**config.mk**
```make
export PLATFORM = sky130hd
export DESIGN_NAME = id_stage_pipe
export DESIGN_NICKNAME = d
export VERILOG_FILES = /design/src/rtl/id_stage_pipe.sv
export SDC_FILE = /design/constraint.sdc
export NUM_CORES = 2
export LEC_CHECK = 0
export CAP_MARGIN = 20
export CORE_MARGIN = 1.5
export CORE_UTILIZATION = 40
export CTS_CLUSTER_SIZE = 40
export DETAILED_ROUTE_END_ITERATION = 12
export PLACE_DENSITY = 0.56
export SETUP_SLACK_MARGIN = 0.05
export SYNTH_ARGS = -nofsm -noshare
export SYNTH_HDL_FRONTEND = slang
export SYNTH_SLANG_ARGS = --single-unit
```
**constraint.sdc**
```tcl
create_clock -name clk_i -period 52.7 [get_ports clk_i]
set_input_delay 13.175 -clock clk_i [delete_from_list [all_inputs] [get_ports clk_i]]
set_output_delay 13.175 -clock clk_i [all_outputs]
set_load 0.05 [all_outputs]
```
**src/rtl/id_stage_pipe.sv**
```systemverilog
// -----------------------------------------------------------------------------
// id_stage_pipe
// Instruction-decode pipeline stage: architectural register file with a
// same-cycle writeback bypass, load-use hazard detection, and the ID/EX
// pipeline register with valid/ready flow control and flush.
//
// Ports
//   clk_i, rst_i              clock, asynchronous active-high reset
//   id_valid_i / id_ready_o   IF/ID handshake
//   id_pc_i, id_instr_i       decode PC and raw instruction (register fields)
//   id_imm_i, id_ctrl_i       decoded immediate and opaque control bundle
//   id_mem_read_i, id_reg_write_i, id_uses_rs1_i, id_uses_rs2_i  decoder flags
//   wb_reg_write_en_i, wb_rd_addr_i, wb_result_i                writeback port
//   flush_i                   squash held and incoming instruction
//   ex_valid_o / ex_ready_i   ID/EX handshake
//   ex_*_o                    registered ID/EX payload
//   hazard_stall_o            combinational load-use stall indicator
// -----------------------------------------------------------------------------
module id_stage_pipe #(
    parameter int  XLEN     = 32,
    parameter int  NUM_REGS = 32,
    parameter int  CTRL_W   = 16,
    localparam int REG_AW   = $clog2(NUM_REGS)
) (
    input  logic              clk_i,
    input  logic              rst_i,
    input  logic              id_valid_i,
    output logic              id_ready_o,
    input  logic [XLEN-1:0]   id_pc_i,
    input  logic [31:0]       id_instr_i,
    input  logic [XLEN-1:0]   id_imm_i,
    input  logic [CTRL_W-1:0] id_ctrl_i,
    input  logic              id_mem_read_i,
    input  logic              id_reg_write_i,
    input  logic              id_uses_rs1_i,
    input  logic              id_uses_rs2_i,
    input  logic              wb_reg_write_en_i,
    input  logic [REG_AW-1:0] wb_rd_addr_i,
    input  logic [XLEN-1:0]   wb_result_i,
    input  logic              flush_i,
    output logic              ex_valid_o,
    input  logic              ex_ready_i,
    output logic [XLEN-1:0]   ex_pc_o,
    output logic [XLEN-1:0]   ex_read_data1_o,
    output logic [XLEN-1:0]   ex_read_data2_o,
    output logic [XLEN-1:0]   ex_imm_o,
    output logic [CTRL_W-1:0] ex_ctrl_o,
    output logic              ex_mem_read_o,
    output logic              ex_reg_write_o,
    output logic [REG_AW-1:0] ex_rs1_addr_o,
    output logic [REG_AW-1:0] ex_rs2_addr_o,
    output logic [REG_AW-1:0] ex_rd_addr_o,
    output logic              hazard_stall_o
);

    logic [XLEN-1:0]   rf_q [NUM_REGS];

    logic [REG_AW-1:0] rs1_s, rs2_s, rd_s;
    logic [XLEN-1:0]   rdata1_s, rdata2_s;
    logic              hazard_s, advance_s, load_s;
    logic              unused_instr_s;

    logic              ex_valid_q, ex_valid_d;
    logic [XLEN-1:0]   ex_pc_q, ex_pc_d;
    logic [XLEN-1:0]   ex_rdata1_q, ex_rdata1_d;
    logic [XLEN-1:0]   ex_rdata2_q, ex_rdata2_d;
    logic [XLEN-1:0]   ex_imm_q, ex_imm_d;
    logic [CTRL_W-1:0] ex_ctrl_q, ex_ctrl_d;
    logic              ex_mem_read_q, ex_mem_read_d;
    logic              ex_reg_write_q, ex_reg_write_d;
    logic [REG_AW-1:0] ex_rs1_q, ex_rs1_d;
    logic [REG_AW-1:0] ex_rs2_q, ex_rs2_d;
    logic [REG_AW-1:0] ex_rd_q, ex_rd_d;

    // Register specifiers, truncated to the architectural address width
    assign rs1_s = id_instr_i[15 +: REG_AW];
    assign rs2_s = id_instr_i[20 +: REG_AW];
    assign rd_s  = id_instr_i[7 +: REG_AW];
    // Opcode/funct bits are consumed by the upstream decoder, not here
    assign unused_instr_s = ^{id_instr_i[31:25], id_instr_i[14:12], id_instr_i[6:0]};

    // Register file storage; entry 0 is never written so it always reads zero
    always_ff @(posedge clk_i or posedge rst_i) begin
        if (rst_i) begin
            for (int i = 0; i < NUM_REGS; i++) begin
                rf_q[i] <= '0;
            end
        end else if (wb_reg_write_en_i && (wb_rd_addr_i != '0)) begin
            rf_q[wb_rd_addr_i] <= wb_result_i;
        end
    end

    // Read ports with same-cycle writeback bypass
    always_comb begin
        rdata1_s = '0;
        rdata2_s = '0;
        if (rs1_s == '0) begin
            rdata1_s = '0;
        end else if (wb_reg_write_en_i && (wb_rd_addr_i == rs1_s)) begin
            rdata1_s = wb_result_i;
        end else begin
            rdata1_s = rf_q[rs1_s];
        end
        if (rs2_s == '0) begin
            rdata2_s = '0;
        end else if (wb_reg_write_en_i && (wb_rd_addr_i == rs2_s)) begin
            rdata2_s = wb_result_i;
        end else begin
            rdata2_s = rf_q[rs2_s];
        end
    end

    // Load-use hazard and flow-control decisions
    always_comb begin
        hazard_s  = ex_valid_q && ex_mem_read_q && (ex_rd_q != '0) &&
                    ((id_uses_rs1_i && (rs1_s == ex_rd_q)) ||
                     (id_uses_rs2_i && (rs2_s == ex_rd_q)));
        advance_s = !ex_valid_q || ex_ready_i;
        load_s    = advance_s && id_valid_i && !hazard_s;
    end

    assign id_ready_o     = flush_i || (advance_s && !hazard_s);
    assign hazard_stall_o = hazard_s && id_valid_i;

    // ID/EX next state: flush beats load, load beats bubble, otherwise hold
    always_comb begin
        ex_valid_d     = ex_valid_q;
        ex_pc_d        = ex_pc_q;
        ex_rdata1_d    = ex_rdata1_q;
        ex_rdata2_d    = ex_rdata2_q;
        ex_imm_d       = ex_imm_q;
        ex_ctrl_d      = ex_ctrl_q;
        ex_mem_read_d  = ex_mem_read_q;
        ex_reg_write_d = ex_reg_write_q;
        ex_rs1_d       = ex_rs1_q;
        ex_rs2_d       = ex_rs2_q;
        ex_rd_d        = ex_rd_q;
        if (flush_i) begin
            ex_valid_d = 1'b0;
        end else if (load_s) begin
            ex_valid_d     = 1'b1;
            ex_pc_d        = id_pc_i;
            ex_rdata1_d    = rdata1_s;
            ex_rdata2_d    = rdata2_s;
            ex_imm_d       = id_imm_i;
            ex_ctrl_d      = id_ctrl_i;
            ex_mem_read_d  = id_mem_read_i;
            ex_reg_write_d = id_reg_write_i;
            ex_rs1_d       = rs1_s;
            ex_rs2_d       = rs2_s;
            ex_rd_d        = rd_s;
        end else if (advance_s) begin
            // Bubble: payload left stale, only the valid bit drops
            ex_valid_d = 1'b0;
        end else begin
            ex_valid_d = ex_valid_q;
        end
    end

    // ID/EX pipeline register
    always_ff @(posedge clk_i or posedge rst_i) begin
        if (rst_i) begin
            ex_valid_q     <= 1'b0;
            ex_pc_q        <= '0;
            ex_rdata1_q    <= '0;
            ex_rdata2_q    <= '0;
            ex_imm_q       <= '0;
            ex_ctrl_q      <= '0;
            ex_mem_read_q  <= 1'b0;
            ex_reg_write_q <= 1'b0;
            ex_rs1_q       <= '0;
            ex_rs2_q       <= '0;
            ex_rd_q        <= '0;
        end else begin
            ex_valid_q     <= ex_valid_d;
            ex_pc_q        <= ex_pc_d;
            ex_rdata1_q    <= ex_rdata1_d;
            ex_rdata2_q    <= ex_rdata2_d;
            ex_imm_q       <= ex_imm_d;
            ex_ctrl_q      <= ex_ctrl_d;
            ex_mem_read_q  <= ex_mem_read_d;
            ex_reg_write_q <= ex_reg_write_d;
            ex_rs1_q       <= ex_rs1_d;
            ex_rs2_q       <= ex_rs2_d;
            ex_rd_q        <= ex_rd_d;
        end
    end

    assign ex_valid_o      = ex_valid_q;
    assign ex_pc_o         = ex_pc_q;
    assign ex_read_data1_o = ex_rdata1_q;
    assign ex_read_data2_o = ex_rdata2_q;
    assign ex_imm_o        = ex_imm_q;
    assign ex_ctrl_o       = ex_ctrl_q;
    assign ex_mem_read_o   = ex_mem_read_q;
    assign ex_reg_write_o  = ex_reg_write_q;
    assign ex_rs1_addr_o   = ex_rs1_q;
    assign ex_rs2_addr_o   = ex_rs2_q;
    assign ex_rd_addr_o    = ex_rd_q;

endmodule

```
### Yosys cells after proc, flatten, opt, wreduce, memory -nomap -nowiden

Index checks and enable logic that the tools add are counted.

| cells by class | value |
|---|---|
| $lt $le $gt $ge | 4 |
| eq/ne operators | 4 |
| muxes and demuxes | 16 |
| bitwise operators | 4 |
| reductions and logical operators | 24 |

Operators by type and width:

| kind | count |
|---|---|
| bitwise mux 1024 bit | 1 |
| binary-select mux 32 bit (select 5 bit) | 2 |
| two-way mux 32 bit | 9 |
| demux 32 bit (select 5 bit) | 1 |
| == test 5 bit | 4 |
| >= comparator 6 bit (second input constant) | 3 |
| NOT 5 -> 6 bit | 3 |
| logical AND 1 bit | 13 |
| zero test 5 bit | 2 |
| nonzero test 5 bit | 2 |
| less-than comparator 6 x 1 -> 1 bit (second input constant) | 1 |
| logical OR 1 bit | 3 |
| two-way mux 1 bit | 3 |
| nonzero test 3 bit | 1 |
| zero test 1 bit | 2 |
| AND reduction 2 bit | 1 |
| NOT 1 bit | 1 |

| storage, ports and cells | value |
|---|---|
| flip-flop bits (word level) | 1186 |

### Depth between registers and ports, before layout

| depth | value |
|---|---|
| word-level depth | 8 |
| mapped depth | 9 |
| gate-level depth less buffers | 6 |

### Worst setup path after synthesis

Ideal clock, no wire load.

| timing path | value |
|---|---|
| kind | input port to output port |
| start | in id_instr_i[18] |
| end | out hazard_stall_o |
| arrival | 14909 ps |
| path slack | 24616 ps |
| stages | 6 |
| cell sequence | buf_2 -> xor2_1 -> nor4_1 -> a32oi_1 -> or2_2 -> nor2_1 |

| between the ends | value |
|---|---|
| word-level cells in the longest chain between the ends | 5 |

Ends and longest elaborated chain:

| element | RTL line | RTL |
|---|---|---|
| start: declaration | 30 | `input logic [31:0] id_instr_i,` |
| == test 5 bit | 116 | `((id_uses_rs1_i && (rs1_s == ex_rd_q)) \|\|` |
| logical AND 1 bit | 116 |  |
| logical OR 1 bit | 116 |  |
| logical AND 1 bit | 115 | `hazard_s = ex_valid_q && ex_mem_read_q && (ex_rd_q != '0) &&` |
| logical AND 1 bit | 123 | `assign hazard_stall_o = hazard_s && id_valid_i;` |
| end: declaration | 53 | `output logic hazard_stall_o` |

Every way passes these cells.

### Worst setup path in the final report

| timing path | value |
|---|---|
| start | in id_instr_i[23] |
| end | out hazard_stall_o |

| between the ends | value |
|---|---|
| word-level cells in the longest chain between the ends | 5 |

Ends and longest elaborated chain:

| element | RTL line | RTL |
|---|---|---|
| == test 5 bit | 117 | `(id_uses_rs2_i && (rs2_s == ex_rd_q)));` |
| logical AND 1 bit | 117 |  |
| logical OR 1 bit | 116 |  |
| logical AND 1 bit | 115 |  |
| logical AND 1 bit | 123 |  |

Every way passes these cells.

==> results.json <==
{
  "syn-cell-area_um2": 59160,
  "n_fill_cell": 12790,
  "h-tree-depth": 4,
  "critPathMaxFanout": 5,
  "die_x_um": 387.6,
  "mappedNetlistNets": 4328,
  "finalHoldViolCount": 0,
  "critical_path.max_stage_delay_ns": 0.81,
  "fin_skew_ns": 0.02237,
  "cts_max_path_buffers": 3,
  "layout.core_utilization_pct": 46.55,
  "critical_path_buf_inv_count": 2,
  "routed_wire_length_um": 180300,
  "netlist_instances": 4169,
  "path_common_cell": "sky130_fd_sc_hd__clkdlybuf4s50_1",
  "result_of_the_run": "finished clean",
  "hold_slack_ns": 0.3908,
  "grt_pass1_wl_um": 269300,
  "worst_ir_drop_vdd_mv": 0.04011,
  "buffer_ports.inserted": 305,
  "power_frac_seq_pct": 43.7,
  "routedWlPerCell_um": 28.74,
  "area.growth.synth_to_final_pct": 15.09,
  "netlist-cell-type-count": 43,
  "antenna_left": 0,
  "reg2reg_slack_ns": 49.18,
  "clock-sinks": 1186,
  "num_rows": 140,
  "pwr_density_cell_nw_per_um2": 40.61,
  "ctsResizeCount": 0,
  "floorplan.die.height_um": 387.6,
  "power_switching_uw": 800.6,
  "p_int_mw": 1.964,
  "yosysSeqAreaShare_pct": 50.17,
  "initialDrtViolationCount": 2835,
  "crit_required_ns": 39.52,
  "timing.final.crit_period_ns": 29.15,
  "start_kind": "input pin",
  "routed-via-count": 37530,
  "layout_net_count": 4415,
  "totalNegativeSetupSlack_ns": 0,
  "postCtsHoldBufs": 0,
  "max_slew_margin_pct": 22.89,
  "antenna_found_initial": 10,
  "antenna-diode-count": 0,
  "grt_pass1_vias": 38600,
  "layout.cell_area.non_filler_um2": 68090,
  "tritoncts": "done",
  "cts-root-buf": "sky130_fd_sc_hd__clkbuf_16",
  "clkLatencyLatePin_ns": 0.77,
  "postCtsSetupBuffers": 0,
  "boundaryPins": 323,
  "design.core.area_um2": 146300,
  "globalRouteTotalUtil_pct": 24.31,
  "endpoint_kind": "output port",
  "family_with_the_most_delay_on_the_worst_path": "buffers and inverters",
  "netSwitchingFraction_pct": 28.96,
  "worstHoldPathType": "reg -> reg",
  "timing_worst_setup_path_type": "in -> out",
  "setup-violations-final": 0,
  "power_frac_comb_pct": 22.5,
  "leakage_power_summed_over_all_cells_nw": 28.78,
  "worst_slew_pin_slew_ns": 1.157,
  "clkPwrFrac_pct": 33.9,
  "cp_data_arrival_time_ns": 15.97,
  "globalRoute.totalOverflow": 0,
  "vias_per_cell": 5.983,
  "remaining_drcs": 0,
  "drv_cap": 0,
  "ys_warns": 0,
  "final_layout_size_suffix_gt1_share_pct": 35.93,
  "gp_congestion": 0.7519,
  "worst_setup_hold_path_clk_slew_ns": 0.06,
  "fmax_mhz": 34.31,
  "period_utilization_pct": 55.31,
  "initial_core_util_pct": 40.45,
  "report.final.slew_viol_count": 0,
  "drt_pre_antenna_iters": 5,
  "cts_made_buffers": 133,
  "dp_hpwl_um": 98600,
  "critical_path.slowest_cell": "sky130_fd_sc_hd__clkdlybuf4s50_1",
  "dieArea_um2": 150200,
  "worstPathCellList": "clkdlybuf4s50_1 > xor2_1 > nor4_1 > a32oi_1 > or2_2 > nor2_1 > clkdlybuf4s50_1",
  "maximum_number_of_pins_on_one_net_before_global_route_repair": 162,
  "syn-mean-instance-area_um2": 14.19,
  "postSynthRegisterBits": 1186,
  "grt_setup_unrepaired": "no",
  "placed_cell_area_um2": 63690
}
## power by group through the flow
| stage | logic [mW] | clock network (mW) | registers [mW] |
|---|---|---|---|
| final | 0.621 | 0.937 | 1.21 |
| after global routing | 0.667 | 0.995 | 1.23 |
| after CTS | 0.627 | 0.960 | 1.21 |
| after detailed placement | 0.627 | 0 | 1.22 |
| after global placement | 0.618 | 0 | 1.21 |
| after floorplan | 0.377 | 0 | 1.28 |
## cells in the final DEF (no fill, tap or decap), types with 3 or more instances in the layout
master,netlist,layout
sky130_fd_sc_hd__or2_2,3,3
sky130_fd_sc_hd__nor2_1,22,6
sky130_fd_sc_hd__buf_12,0,6
sky130_fd_sc_hd__clkbuf_8,0,32
sky130_fd_sc_hd__xor2_1,16,16
sky130_fd_sc_hd__buf_8,0,4
sky130_fd_sc_hd__nor3_1,3,3
sky130_fd_sc_hd__nor3b_1,4,4
sky130_fd_sc_hd__mux2i_1,64,64
sky130_fd_sc_hd__xnor2_1,4,4
sky130_fd_sc_hd__o211ai_1,3,3
sky130_fd_sc_hd__nor4_1,4,4
sky130_fd_sc_hd__o21ai_0,484,484
sky130_fd_sc_hd__clkdlybuf4s50_1,0,297
sky130_fd_sc_hd__bufinv_16,0,7
sky130_fd_sc_hd__mux2_1,8,8
sky130_fd_sc_hd__inv_1,35,34
sky130_fd_sc_hd__nand2_1,564,549
sky130_fd_sc_hd__clkinvlp_4,0,3
sky130_fd_sc_hd__nand3_1,9,7
sky130_fd_sc_hd__mux4_2,635,635
sky130_fd_sc_hd__clkbuf_16,0,137
sky130_fd_sc_hd__nand2_4,0,15
sky130_fd_sc_hd__o221ai_1,62,62
sky130_fd_sc_hd__clkbuf_1,277,29
sky130_fd_sc_hd__a21oi_1,6,6
sky130_fd_sc_hd__buf_4,14,69
sky130_fd_sc_hd__mux2_2,601,601
sky130_fd_sc_hd__inv_6,0,6
sky130_fd_sc_hd__clkinv_2,0,22
sky130_fd_sc_hd__nor2_4,0,16
sky130_fd_sc_hd__nand3b_1,7,7
sky130_fd_sc_hd__dfrtp_1,1186,1186
## flip-flops by register name (all words and copies together) (netlist names)
signal,flops
ex_valid_o,1
ex_rs2_addr_o,5
ex_read_data2_o,32
ex_rd_addr_o,5
ex_imm_o,32
ex_rs1_addr_o,5
ex_ctrl_o,16
ex_read_data1_o,32
rf_q,1024
ex_mem_read_o,1
ex_reg_write_o,1
ex_pc_o,32
## cell usage after synthesis, drive strengths merged
library cell	number	area share, %
mux2	609	12
xor2	16	0.24
dfrtp	1186	50
o211ai	3	0.038
o21bai	1	0.013
a31oi	1	0.011
mux4	635	24
o41ai	1	0.015
nand4	1	0.011
a21o	1	0.013
xnor2	4	0.059
a32oi	1	0.015
a2111oi	2	0.030
buf	150	1.3
or3	1	0.011
nand2b	2	0.021
o221ai	62	0.92
or3b	1	0.015
nand3b	7	0.089
and3	1	0.011
o21ai	486	4.1
nor4	4	0.042
nor2	22	0.14
clkbuf	277	1.8
or4	1	0.013
mux2i	64	1.1
and3b	1	0.015
nor3b	4	0.051
nand2	564	3.6
a21oi	6	0.051
inv	36	0.23
nor2b	2	0.021
nor3	3	0.025
clkinv	1	0.0063
or2	3	0.032
nand3	9	0.076
and2	1	0.011
## metrics by stage
step | total power [mW] | setup slack, ns | std cells
after global routing | 2.893 | 23.42 | 6273
after floorplan | 1.656 | 6.115 | 4169
after global placement | 1.828 | 23.56 | 6035
after CTS | 2.793 | 23.60 | 6271
after detailed placement | 1.847 | 23.61 | 6036
final | 2.765 | 23.55 | 6273
## cell families after synthesis
logic type	synth area share [%]
XOR/XNOR	0.2961
AO/OA/AOI/OAI	5.214
AND/OR/NAND/NOR	4.160
flip-flops	50.17
multiplexers	36.85
buffers and inverters	3.312
## worst paths after layout
path                                        startpoint                      endpoint  depth (start not counted)
max                                     id_instr_i[23]                hazard_stall_o                          7
max reg2reg                ex_rd_addr_o[3]$_DFFE_PP0P_    ex_reg_write_o$_DFFE_PP0P_                          7
min                              rf_q[999]$_DFFE_PP0P_         rf_q[999]$_DFFE_PP0P_                          0
max in group asynchronous                        rst_i          rf_q[23]$_DFFE_PP0P_                          6
min in group asynchronous                        rst_i  ex_rs1_addr_o[4]$_DFFE_PP0P_                          2
min reg2reg                      rf_q[999]$_DFFE_PP0P_         rf_q[999]$_DFFE_PP0P_                          0
## final cells by class
| type | instances | area [µm²] | area share, % |
|---|---|---|---|
| sequential | 1186 | 29680 | 43.59 |
| multi-input combinational | 2519 | 27770 | 40.79 |
| clock buffer | 198 | 3978 | 5.842 |
| timing repair buffer | 379 | 3715 | 5.456 |
| tap | 1917 | 2399 | 3.523 |
| clock inverter | 37 | 390.4 | 0.5733 |
| inverter | 37 | 152.6 | 0.2242 |
## per-layer routing
metal	routed length, µm	global-route usage (%)	vias to the layer above	share of wire [%]
li1	-	-	15850	-
met1	77790	34.34	20110	43
met2	84110	37.78	1287	47
met3	13640	5.398	269	7.6
met4	4634	6.965	14	2.6
met5	90	0	-	0.050
No activity file was read; power rests on OpenSTA's default activity.
